==> src/rtl/fetch_pkg.sv <==
// Shared types and constants for the fetch PC generator.
// Holds the FSM state enum, next-PC select enum, default width and reset PC.
package fetch_pkg;

   localparam int FETCH_WIDTH = 11;
   localparam logic [FETCH_WIDTH-1:0] RESET_PC_DEF = 11'h000;

   typedef enum logic [1:0] {
      IDLE = 2'd0,
      REQ  = 2'd1,
      HOLD = 2'd2
   } state_e;

   typedef enum logic [1:0] {
      SEL_HOLD = 2'd0,
      SEL_INC  = 2'd1,
      SEL_BR   = 2'd2,
      SEL_PEND = 2'd3
   } pc_sel_e;

endpackage

==> src/rtl/fetch_next_pc.sv <==
// Combinational next-PC mux: hold, increment (wrapping), branch or pending target.
// Ports: sel, pc, br_target, pend_tgt in; next_pc out.
module fetch_next_pc
   import fetch_pkg::*;
#(
   parameter int WIDTH = FETCH_WIDTH
) (
   input  pc_sel_e          sel,
   input  logic [WIDTH-1:0] pc,
   input  logic [WIDTH-1:0] br_target,
   input  logic [WIDTH-1:0] pend_tgt,
   output logic [WIDTH-1:0] next_pc
);

   always_comb begin
      next_pc = pc;
      unique case (sel)
         SEL_HOLD: next_pc = pc;
         SEL_INC:  next_pc = pc + WIDTH'(1);
         SEL_BR:   next_pc = br_target;
         SEL_PEND: next_pc = pend_tgt;
      endcase
   end

endmodule

==> src/rtl/fetch_pc_gen.sv <==
// Fetch PC generator: IDLE/REQ/HOLD FSM issuing one fetch at a time.
// Ports: clk, rst(n), run, stall, br_valid/br_target, mem_req/addr/ack, w_en, chosen, w_data, err.
module fetch_pc_gen
   import fetch_pkg::*;
#(
   parameter int               WIDTH    = FETCH_WIDTH,
   parameter logic [WIDTH-1:0] RESET_PC = WIDTH'(RESET_PC_DEF)
) (
   input  logic             clk,
   input  logic             rst,
   input  logic             run,
   input  logic             stall,
   input  logic             br_valid,
   input  logic [WIDTH-1:0] br_target,
   output logic             mem_req,
   output logic [WIDTH-1:0] mem_addr,
   input  logic             mem_ack,
   output logic             w_en,
   output logic             chosen,
   output logic [WIDTH-1:0] w_data,
   output logic             err
);

   state_e           state;
   logic [WIDTH-1:0] pc;
   logic [WIDTH-1:0] pend_tgt;
   logic             squash;
   pc_sel_e          sel;
   logic [WIDTH-1:0] next_pc;

   // Decoded from state so reset drops the request immediately.
   assign mem_req  = (state == REQ);
   assign mem_addr = pc;

   // A branch coinciding with the ack overrides any pending squash target.
   always_comb begin
      sel = SEL_HOLD;
      unique case (state)
         REQ: begin
            if (mem_ack) begin
               if (br_valid)    sel = SEL_BR;
               else if (squash) sel = SEL_PEND;
               else             sel = SEL_INC;
            end
         end
         default: begin
            if (br_valid) sel = SEL_BR;
         end
      endcase
   end

   fetch_next_pc #(
      .WIDTH(WIDTH)
   ) u_next_pc (
      .sel      (sel),
      .pc       (pc),
      .br_target(br_target),
      .pend_tgt (pend_tgt),
      .next_pc  (next_pc)
   );

   always_ff @(posedge clk or negedge rst) begin
      if (!rst) begin
         state    <= IDLE;
         pc       <= RESET_PC;
         squash   <= 1'b0;
         pend_tgt <= '0;
         w_en     <= 1'b0;
         chosen   <= 1'b0;
         w_data   <= '0;
         err      <= 1'b0;
      end else begin
         w_en   <= 1'b0;
         chosen <= 1'b0;
         err    <= mem_ack && (state != REQ);
         pc     <= next_pc;
         unique case (state)
            IDLE: begin
               if (run) state <= REQ;
            end
            REQ: begin
               if (mem_ack) begin
                  if (!squash) begin
                     w_en   <= 1'b1;
                     chosen <= 1'b1;
                     w_data <= pc;
                  end
                  squash <= 1'b0;
                  if (!run)       state <= IDLE;
                  else if (stall) state <= HOLD;
                  else            state <= REQ;
               end else if (br_valid) begin
                  pend_tgt <= br_target;
                  squash   <= 1'b1;
               end
            end
            HOLD: begin
               if (!run)        state <= IDLE;
               else if (!stall) state <= REQ;
            end
            default: state <= IDLE;
         endcase
      end
   end

endmodule

==> config.mk <==
export PLATFORM = sky130hd
export DESIGN_NAME = fetch_pc_gen
export DESIGN_NICKNAME = d
export VERILOG_FILES = /design/src/rtl/fetch_pkg.sv /design/src/rtl/fetch_next_pc.sv /design/src/rtl/fetch_pc_gen.sv
export SDC_FILE = /design/constraint.sdc
export NUM_CORES = 1
export LEC_CHECK = 0
export ABC_AREA = 1
export CORE_MARGIN = 10
export CORE_UTILIZATION = 54
export CTS_CLUSTER_SIZE = 14
export DETAILED_ROUTE_END_ITERATION = 10
export PLACE_DENSITY_LB_ADDON = 0.2
export SKIP_LAST_GASP = 1
export SLEW_MARGIN = 40
export SYNTH_ARGS = -nofsm -noshare
export SYNTH_HDL_FRONTEND = slang
export SYNTH_SLANG_ARGS = --single-unit
==> constraint.sdc <==
create_clock -name clk -period 3.6 [get_ports clk]
set_clock_uncertainty 0.05 [all_clocks]
set_input_delay 0.72 -clock clk [delete_from_list [all_inputs] [get_ports clk]]
set_output_delay 0.72 -clock clk [all_outputs]
set_load 0.02 [all_outputs]
==> results of run 1 <==
==> final cells by class <==
| type | count | area [um^2] |
|---|---|---|
| clock buffer | 7 | 55.05 |
| fill | 297 | 975.9 |
| timing repair buffer | 42 | 417.9 |
| sequential | 38 | 950.9 |
| clock inverter | 1 | 5.005 |
| tap | 46 | 57.56 |
| multi-input combinational | 187 | 829.5 |
| inverter | 33 | 123.9 |
==> metal layers <==
metal / vias up / wire length (um) / share of wire (%) / track usage (%)
li1: 914 / - / - / -
met1: 785 / 1961 / 46 / 16.68
met2: 58 / 1920 / 45 / 21.83
met3: 10 / 365 / 8.5 / 3.786
met4: 0 / 51 / 1.2 / 4.225
met5: - / 0 / 0 / 0
==> kinds of logic (layout without fill, tap and decap cells) <==
| family | Yosys count | in the layout | synth area share (%) |
|---|---|---|---|
| AND/OR/NAND/NOR | 146 | 146 | 30.05 |
| buffers and inverters | 40 | 83 | 8.840 |
| flip-flops | 38 | 38 | 48.69 |
| AO/OA/AOI/OAI | 36 | 36 | 9.609 |
| multiplexers | 3 | 3 | 1.730 |
| adder cells (fa/ha/maj) | 1 | 1 | 0.6405 |
| XOR/XNOR | 1 | 1 | 0.4485 |
==> worst paths after layout <==
path / from / endpoint / cells after the start
max: state[1] / mem_req / 4
min: rst / w_data[3] / 1
max reg2reg: state[1] / w_data[0] / 6
min reg2reg: w_data[1] / w_data[1] / 2
max in group asynchronous: rst / w_data[10] / 1
min in group clk: w_data[1] / w_data[1] / 2
==> worst reg2reg max path, delay by kind of cell, from the launching register on <==
family	cells	cell delay, ns
AO/OA/AOI/OAI	1	0.09
buffers and inverters	1	0.11
flip-flops	1	0.43
AND/OR/NAND/NOR	4	0.84
==> state kept, by name, summed over array words and instances, names as in the netlist <==
signal and cells:
mem_addr 11, pend_tgt 11, err 1, chosen 1
state 2, w_data 11, squash 1
==> power breakdown <==
group / switching [W] / internal [W]
clock: 0.000132 / 0.0000946
combinational: 0.000566 / 0.000422
sequential: 0.000182 / 0.000623
total: 0.000880 / 0.00114
==> metrics by stage <==
| step | hold WS, ns | instance area, um^2 | setup WS, ns | instances | util [%] |
|---|---|---|---|---|---|
| finish | 0.2742 | 2440 | 1.139 | 354 | 71.43 |
| global route | 0.2990 | 2440 | 1.037 | 354 | 71.43 |
| CTS | 0.4309 | 2437 | 1.128 | 354 | 71.36 |
| detailed placement | 0.4165 | 2377 | 1.199 | 346 | 69.60 |
| global placement | 0.4117 | 2377 | 1.242 | 346 | 69.60 |
| floorplan | 0.3744 | 1953 | 1.959 | 265 | - |
==> cell usage in the layout, fill, tap and decap left out <==
| master | instances |
|---|---|
| nand2_1 | 82 |
| clkdlybuf4s50_1 | 41 |
| nor2_1 | 39 |
| dfrtp_1 | 38 |
| inv_1 | 31 |
| o21ai_0 | 25 |
| nand3_1 | 22 |
| a21oi_1 | 9 |
| clkbuf_4 | 5 |
| mux2_2 | 3 |
| inv_2 | 2 |
| nand2_2 | 2 |
| nand3_2 | 1 |
| a21oi_2 | 1 |
| xor2_1 | 1 |
| o221ai_1 | 1 |
| ha_1 | 1 |
| clkbuf_8 | 1 |
| clkbuf_1 | 1 |
| clkinv_2 | 1 |
| buf_4 | 1 |
==> results by group, run 1 <==
Synth
  – Post-synth top flop: dfrtp_1
  – Synth top area share: 48.69%
  – YS warnings: 0
  – Mapped Avg Cell Area: roughly 7.4 um^2
  – Syn Inst Count: between 200 and 300
  – Async SR Flop Fraction: 100.0%
  – Synth top area cells: dfrtp_1, nand2_1, nor2_1
  – Register area share after synthesis: 48.69%
  – Post-synth EDFFs: 0
  – #FFs+latches synth: 38
  – Synth unique cells: 18
  – Top cells by count, synth: nand2_1, nor2_1, dfrtp_1
  – Area leader, netlist: dfrtp_1
  – Cell Area, Synth: 0.001953 mm^2
  – Total nets after synthesis: 283
  – Most common cell in the netlist: nand2_1

Setup path
  – Crit path max fanout: 5
  – Data required time at the worst endpoint: 2.83 ns
  – Worst path top cell family by delay: buffers and inverters
  – Crit-path slowest cell: clkdlybuf4s50_1
  – Worst setup path class: flip-flop to output pin
  – Crit path cell chain: inv_1 > nand2_1 > inv_2 > clkdlybuf4s50_1
  – Arrival @ worst endpoint: 1.69 ns
  – R2r setup slk: 1.96 ns
  – Crit. End Element: output pin
  – Critical path buffer and inverter count: 3
  – Startpoint types: flip-flop
  – CP max stage delay: roughly 0.61 ns

Timing
  – Hold Vio Cnt, Final: 0
  – Endpoints failing setup: 0
  – Fmax: 406.3 MHz
  – Crit path time final: 2.461 ns
  – Worst-margin pin slew: 0.5395 ns
  – Headroom to the max-slew limit: 63.94%
  – Final worst path period share: 68.36%
  – Setup TNS: 0 ns
  – RSZ-0062 raised after global routing: no
  – Max-slew violation count: 0

Pwr
  – Total power: 0.002020 W
  – Worst VDD drop: 0.0003729 V
  – Cell Pwr Density: 827.7 mW/mm^2
  – Static Leak: 1.223 nW

Clock tree
  – CTS H-Tree Depth: 2
  – Post-CTS Setup Inserts: 0
  – CTS Sinks: 38
  – Hold Buf Count CTS: 0
  – Clk pin slew, worst setup/hold paths: approximately 0.10 ns
  – Worst-skew pair later-pin latency: 0.34 ns
  – CTS tree: done
  – Resized Gates After CTS: 0
  – Max clock buf depth: 2
  – Root buffer cell: clkbuf_4
  – CTS buffer count: 5

Global routing
  – Pin count of the biggest net entering global routing: 39
  – Initial antenna violation count: 0
  – Vias in the first global route: 1,608
  – Grt total ovfl: 0
  – Tot GR Track Use: 13.39%
  – First-pass GRT wire length: approximately 7000 um

Placed design
  – Hpwl dp: 3330 um
  – GP Congestion: 0.8473
  – PortBufs: 42

Floorplanning
  – Num ports: 43
  – Initial core utilization: 57.18%
  – Die width: 80.14 um
  – Core Area: 0.003416 mm^2
  – Die area: 0.006422 mm^2
  – Row Count: 21
  – Die height: ~80 um

Job
  – Max-cap violation count: 0

Drt
  – Final ANT Viol Nets: 0
  – First drt pass iteration count: 5
  – Drc violations: 0
  – Final WL: 4298 um
  – Via density: 4.992
  – Via count: 1,767
  – Wire per inst: 12.14 um
  – DR iter-0 viols: 121

Final layout
  – Fin nets: 325
  – Area grow syn2layout: 24.92%
  – N_diodes: 0
  – Ratio of cells with drive above 1 in the final layout: approximately 5.5%

Worst hold path
  – Hold crit path type: input pin to asynchronous set/reset pin

Status
  – Status: complete, no violations
Note: power is estimated with default switching activity, not from simulation.
==> run 2: changes to the inputs <==
Settings changed: CORE_UTILIZATION 54 to 50.
Clock period 3.6 ns to 2.3 ns, I/O delays scaled along.
==> run 2 against run 1 <==
  * First-iteration DRC count is 29% higher
  * Design area is 2.7% higher
  * Largest power group unchanged
  * Die area is 6.0% higher
  * Critical path type unchanged
  * Sequential cell count stayed put
  * Global-route usage is 0.57 points higher
  * Combinational power is 58% higher
==> results by group, run 2 (same netlist as run 1, synthesis figures left out) <==
Status
  – Status: complete, no violations

Setup path
  – Data required time at the worst endpoint: 1.79 ns (-1.04 ns)
  – Crit-path slowest cell: clkdlybuf4s50_1
  – Arrival @ worst endpoint: 1.60 ns (-0.09 ns)
  – Startpoint types: flip-flop
  – CP max stage delay: 0.61 ns (about the same)
  – Crit path cell chain: inv_1 > nand2_1 > inv_2 > clkdlybuf4s50_1
  – R2r setup slk: 0.63 ns (-1.33 ns)
  – Crit. End Element: output pin
  – RR Startpoint: state[1]
  – Crit path max fanout: 5 (unchanged)
  – R2R depth: 7 (+1)
  – Worst setup path class: flip-flop to output pin
  – R2R Path End: mem_addr[3]

Final layout
  – Area grow syn2layout: 28.32%
  – Most frequent cells in the layout: nand2_1, clkdlybuf4s50_1, nor2_1
  – Number of fillers in the final layout: 340 (+14%)
  – Ratio of cells with drive above 1 in the final layout: 6.410% (+0.89 points)
  – Multi-input gate area in the final layout: 829.5 um^2 (unchanged)
  – FF+latch area: 950.9 um^2 (unchanged)
  – Fin nets: 329 (+1.2%)
  – Most common cell after layout, fill and taps aside: nand2_1
  – N_diodes: 0 (unchanged)

Timing
  – RSZ-0062 raised after global routing: no
  – Headroom to the max-slew limit: 68.86% (+4.9 points)
  – Max-slew violation count: 0 (unchanged)
  – Final worst-path setup slack: 0.1855 ns (-0.9534 ns)
  – Crit path time final: 2.114 ns
  – Worst-margin pin slew: 0.4671 ns (-0.07240 ns)
  – Hold Vio Cnt, Final: 0 (unchanged)
  – Setup TNS: 0 ns (unchanged)
  – Endpoints failing setup: 0 (unchanged)
  – Fmax: 472.9 MHz
  – Final worst path period share: between 90% and 100%

Clock tree
  – Hold Buf Count CTS: 0 (unchanged)
  – CTS buffer count: 5 (unchanged)
  – Resized Gates After CTS: 0 (unchanged)
  – Clk pin slew, worst setup/hold paths: 0.07 ns (-0.03 ns)
  – Post-CTS Setup Inserts: 0 (unchanged)
  – Max clock buf depth: 2 (unchanged)
  – CTS H-Tree Depth: 2 (unchanged)
  – Root buffer cell: clkbuf_8
  – CTS Sinks: 38 (unchanged)
  – Worst-skew pair later-pin latency: 0.29 ns (-0.05 ns)
  – CTS tree: done

Drt
  – Via count: 1,804 (+2.1%)
  – First drt pass iteration count: 4 (-1)
  – Final WL: 4490 um (+4.5%)
  – DR iter-0 viols: 156 (+29%)
  – Final ANT Viol Nets: 0 (unchanged)
  – Via density: 5.011 (+0.39%)
  – Drc violations: 0 (unchanged)
  – Wire per inst: 12.47 um (+2.7%)

Floorplanning
  – Core Area: 0.003716 mm^2 (+8.8%)
  – Die width: 82.50 um (+2.9%)
  – Num ports: 43 (unchanged)
  – Die area: 0.006806 mm^2 (+6.0%)
  – Die height: 82.50 um (+2.9%)
  – Row Count: 22 (+4.8%)
  – Initial core utilization: 52.56% (-4.6 points)

Global routing
  – Grt total ovfl: 0 (unchanged)
  – Pin count of the biggest net entering global routing: 39 (unchanged)
  – Initial antenna violation count: 0 (unchanged)
  – Tot GR Track Use: 13.96% (+0.57 points)
  – Vias in the first global route: 1,724 (+7.2%)
  – First-pass GRT wire length: 7665 um (+9.1%)

Pwr
  – Seq pwr share: 38.2% (-1.7 points)
  – Internal: 0.001892 W (+66%)
  – Combinational power share: 47.5% (-1.4 points)
  – Worst VDD drop: 0.0006204 V (+66%)
  – Clock power frac: 14.2% (+3.0 points)
  – Cell Pwr Density: 1312 mW/mm^2 (+58%)
  – Net Sw Frac: 42.43% (-1.1 points)
  – Static Leak: 1.253 nW (+2.5%)
  – Net switching power: 0.001395 W (+59%)

Worst hold path
  – Worst Min Path Start: w_data[2]
  – Worst Hold Depth: 2
  – Worst Hold End: w_data[2]
  – Hold crit path type: flip-flop to flip-flop

Placed design
  – PortBufs: 42 (unchanged)
  – Worst slack, placed: 0.1254 ns (-1.074 ns)
  – Hpwl dp: 3459 um (+3.9%)
  – GP Congestion: 0.8530 (+0.67%)

Job
  – Max-cap violation count: 0 (unchanged)
[run 2: cell count changes in the layout (fill, tap and decap cells not counted)]
cell | previous run | this run
buf_4 | 1 | 4
clkbuf_4 | 5 | 0
clkbuf_8 | 1 | 6
clkdlybuf4s50_1 | 41 | 42
[run 2: worst max path at each step]
stage | from | to | cells past startpoint
final | state[1] | mem_req | 4
after detailed placement | mem_ack | mem_addr[2] | 7
after global routing | state[1] | mem_req | 4
after global placement | mem_ack | mem_addr[3] | 8
after floorplan | mem_addr[1] | mem_addr[6] | 8
after CTS | state[1] | mem_req | 4
[run 2: cell type report]
class / instances / area share (%)
clock buffers: 7 / 3.445
clock inverters: 1 / 0.1997
inverters: 33 / 4.943
multi-input cells: 187 / 33.10
flip-flops and latches: 38 / 37.94
well taps: 48 / 2.396
repair buffers: 46 / 17.97
[run 2: critical path, delay by kind of cell (launching register included)]
family | cells | cell delay, ns
buffers and inverters | 3 | 0.82
DFF | 1 | 0.41
and+or+nand+nor | 1 | 0.10
[run 2: layer usage]
metal / GRT usage [%] / vias to the layer above / routed length, um / part of all wire, %
li1: - / 919 / - / -
met1: 17.19 / 815 / 1939 / 43
met2: 23.25 / 68 / 2098 / 47
met3: 4.536 / 2 / 421 / 9.4
met4: 3.344 / 0 / 30 / 0.67
met5: 0 / - / 0 / 0
[run 2: power by group through the flow]
stage,combinational [W],clock (W),sequential [W]
2_1_floorplan,0.000738,0,0.00145
3_3_place_gp,0.00154,0,0.00125
3_5_place_dp,0.00158,0,0.00127
4_1_cts,0.00158,0.000478,0.00125
5_1_grt,0.00174,0.000507,0.00131
6_report,0.00156,0.000467,0.00126
[run 2: stage by stage]
| step | power, W | area, um^2 | hold WS, ns | utilization, % | instances |
|---|---|---|---|---|---|
| after floorplan | 0.002185 | 1953 | 0.1144 | - | 265 |
| after global placement | 0.002797 | 2415 | 0.4112 | 64.98 | 352 |
| after detailed placement | 0.002843 | 2415 | 0.4144 | 64.98 | 352 |
| after CTS | 0.003316 | 2506 | 0.4335 | 67.44 | 360 |
| after global routing | 0.003556 | 2506 | 0.4618 | 67.44 | 360 |
| final | 0.003287 | 2506 | 0.4293 | 67.44 | 360 |
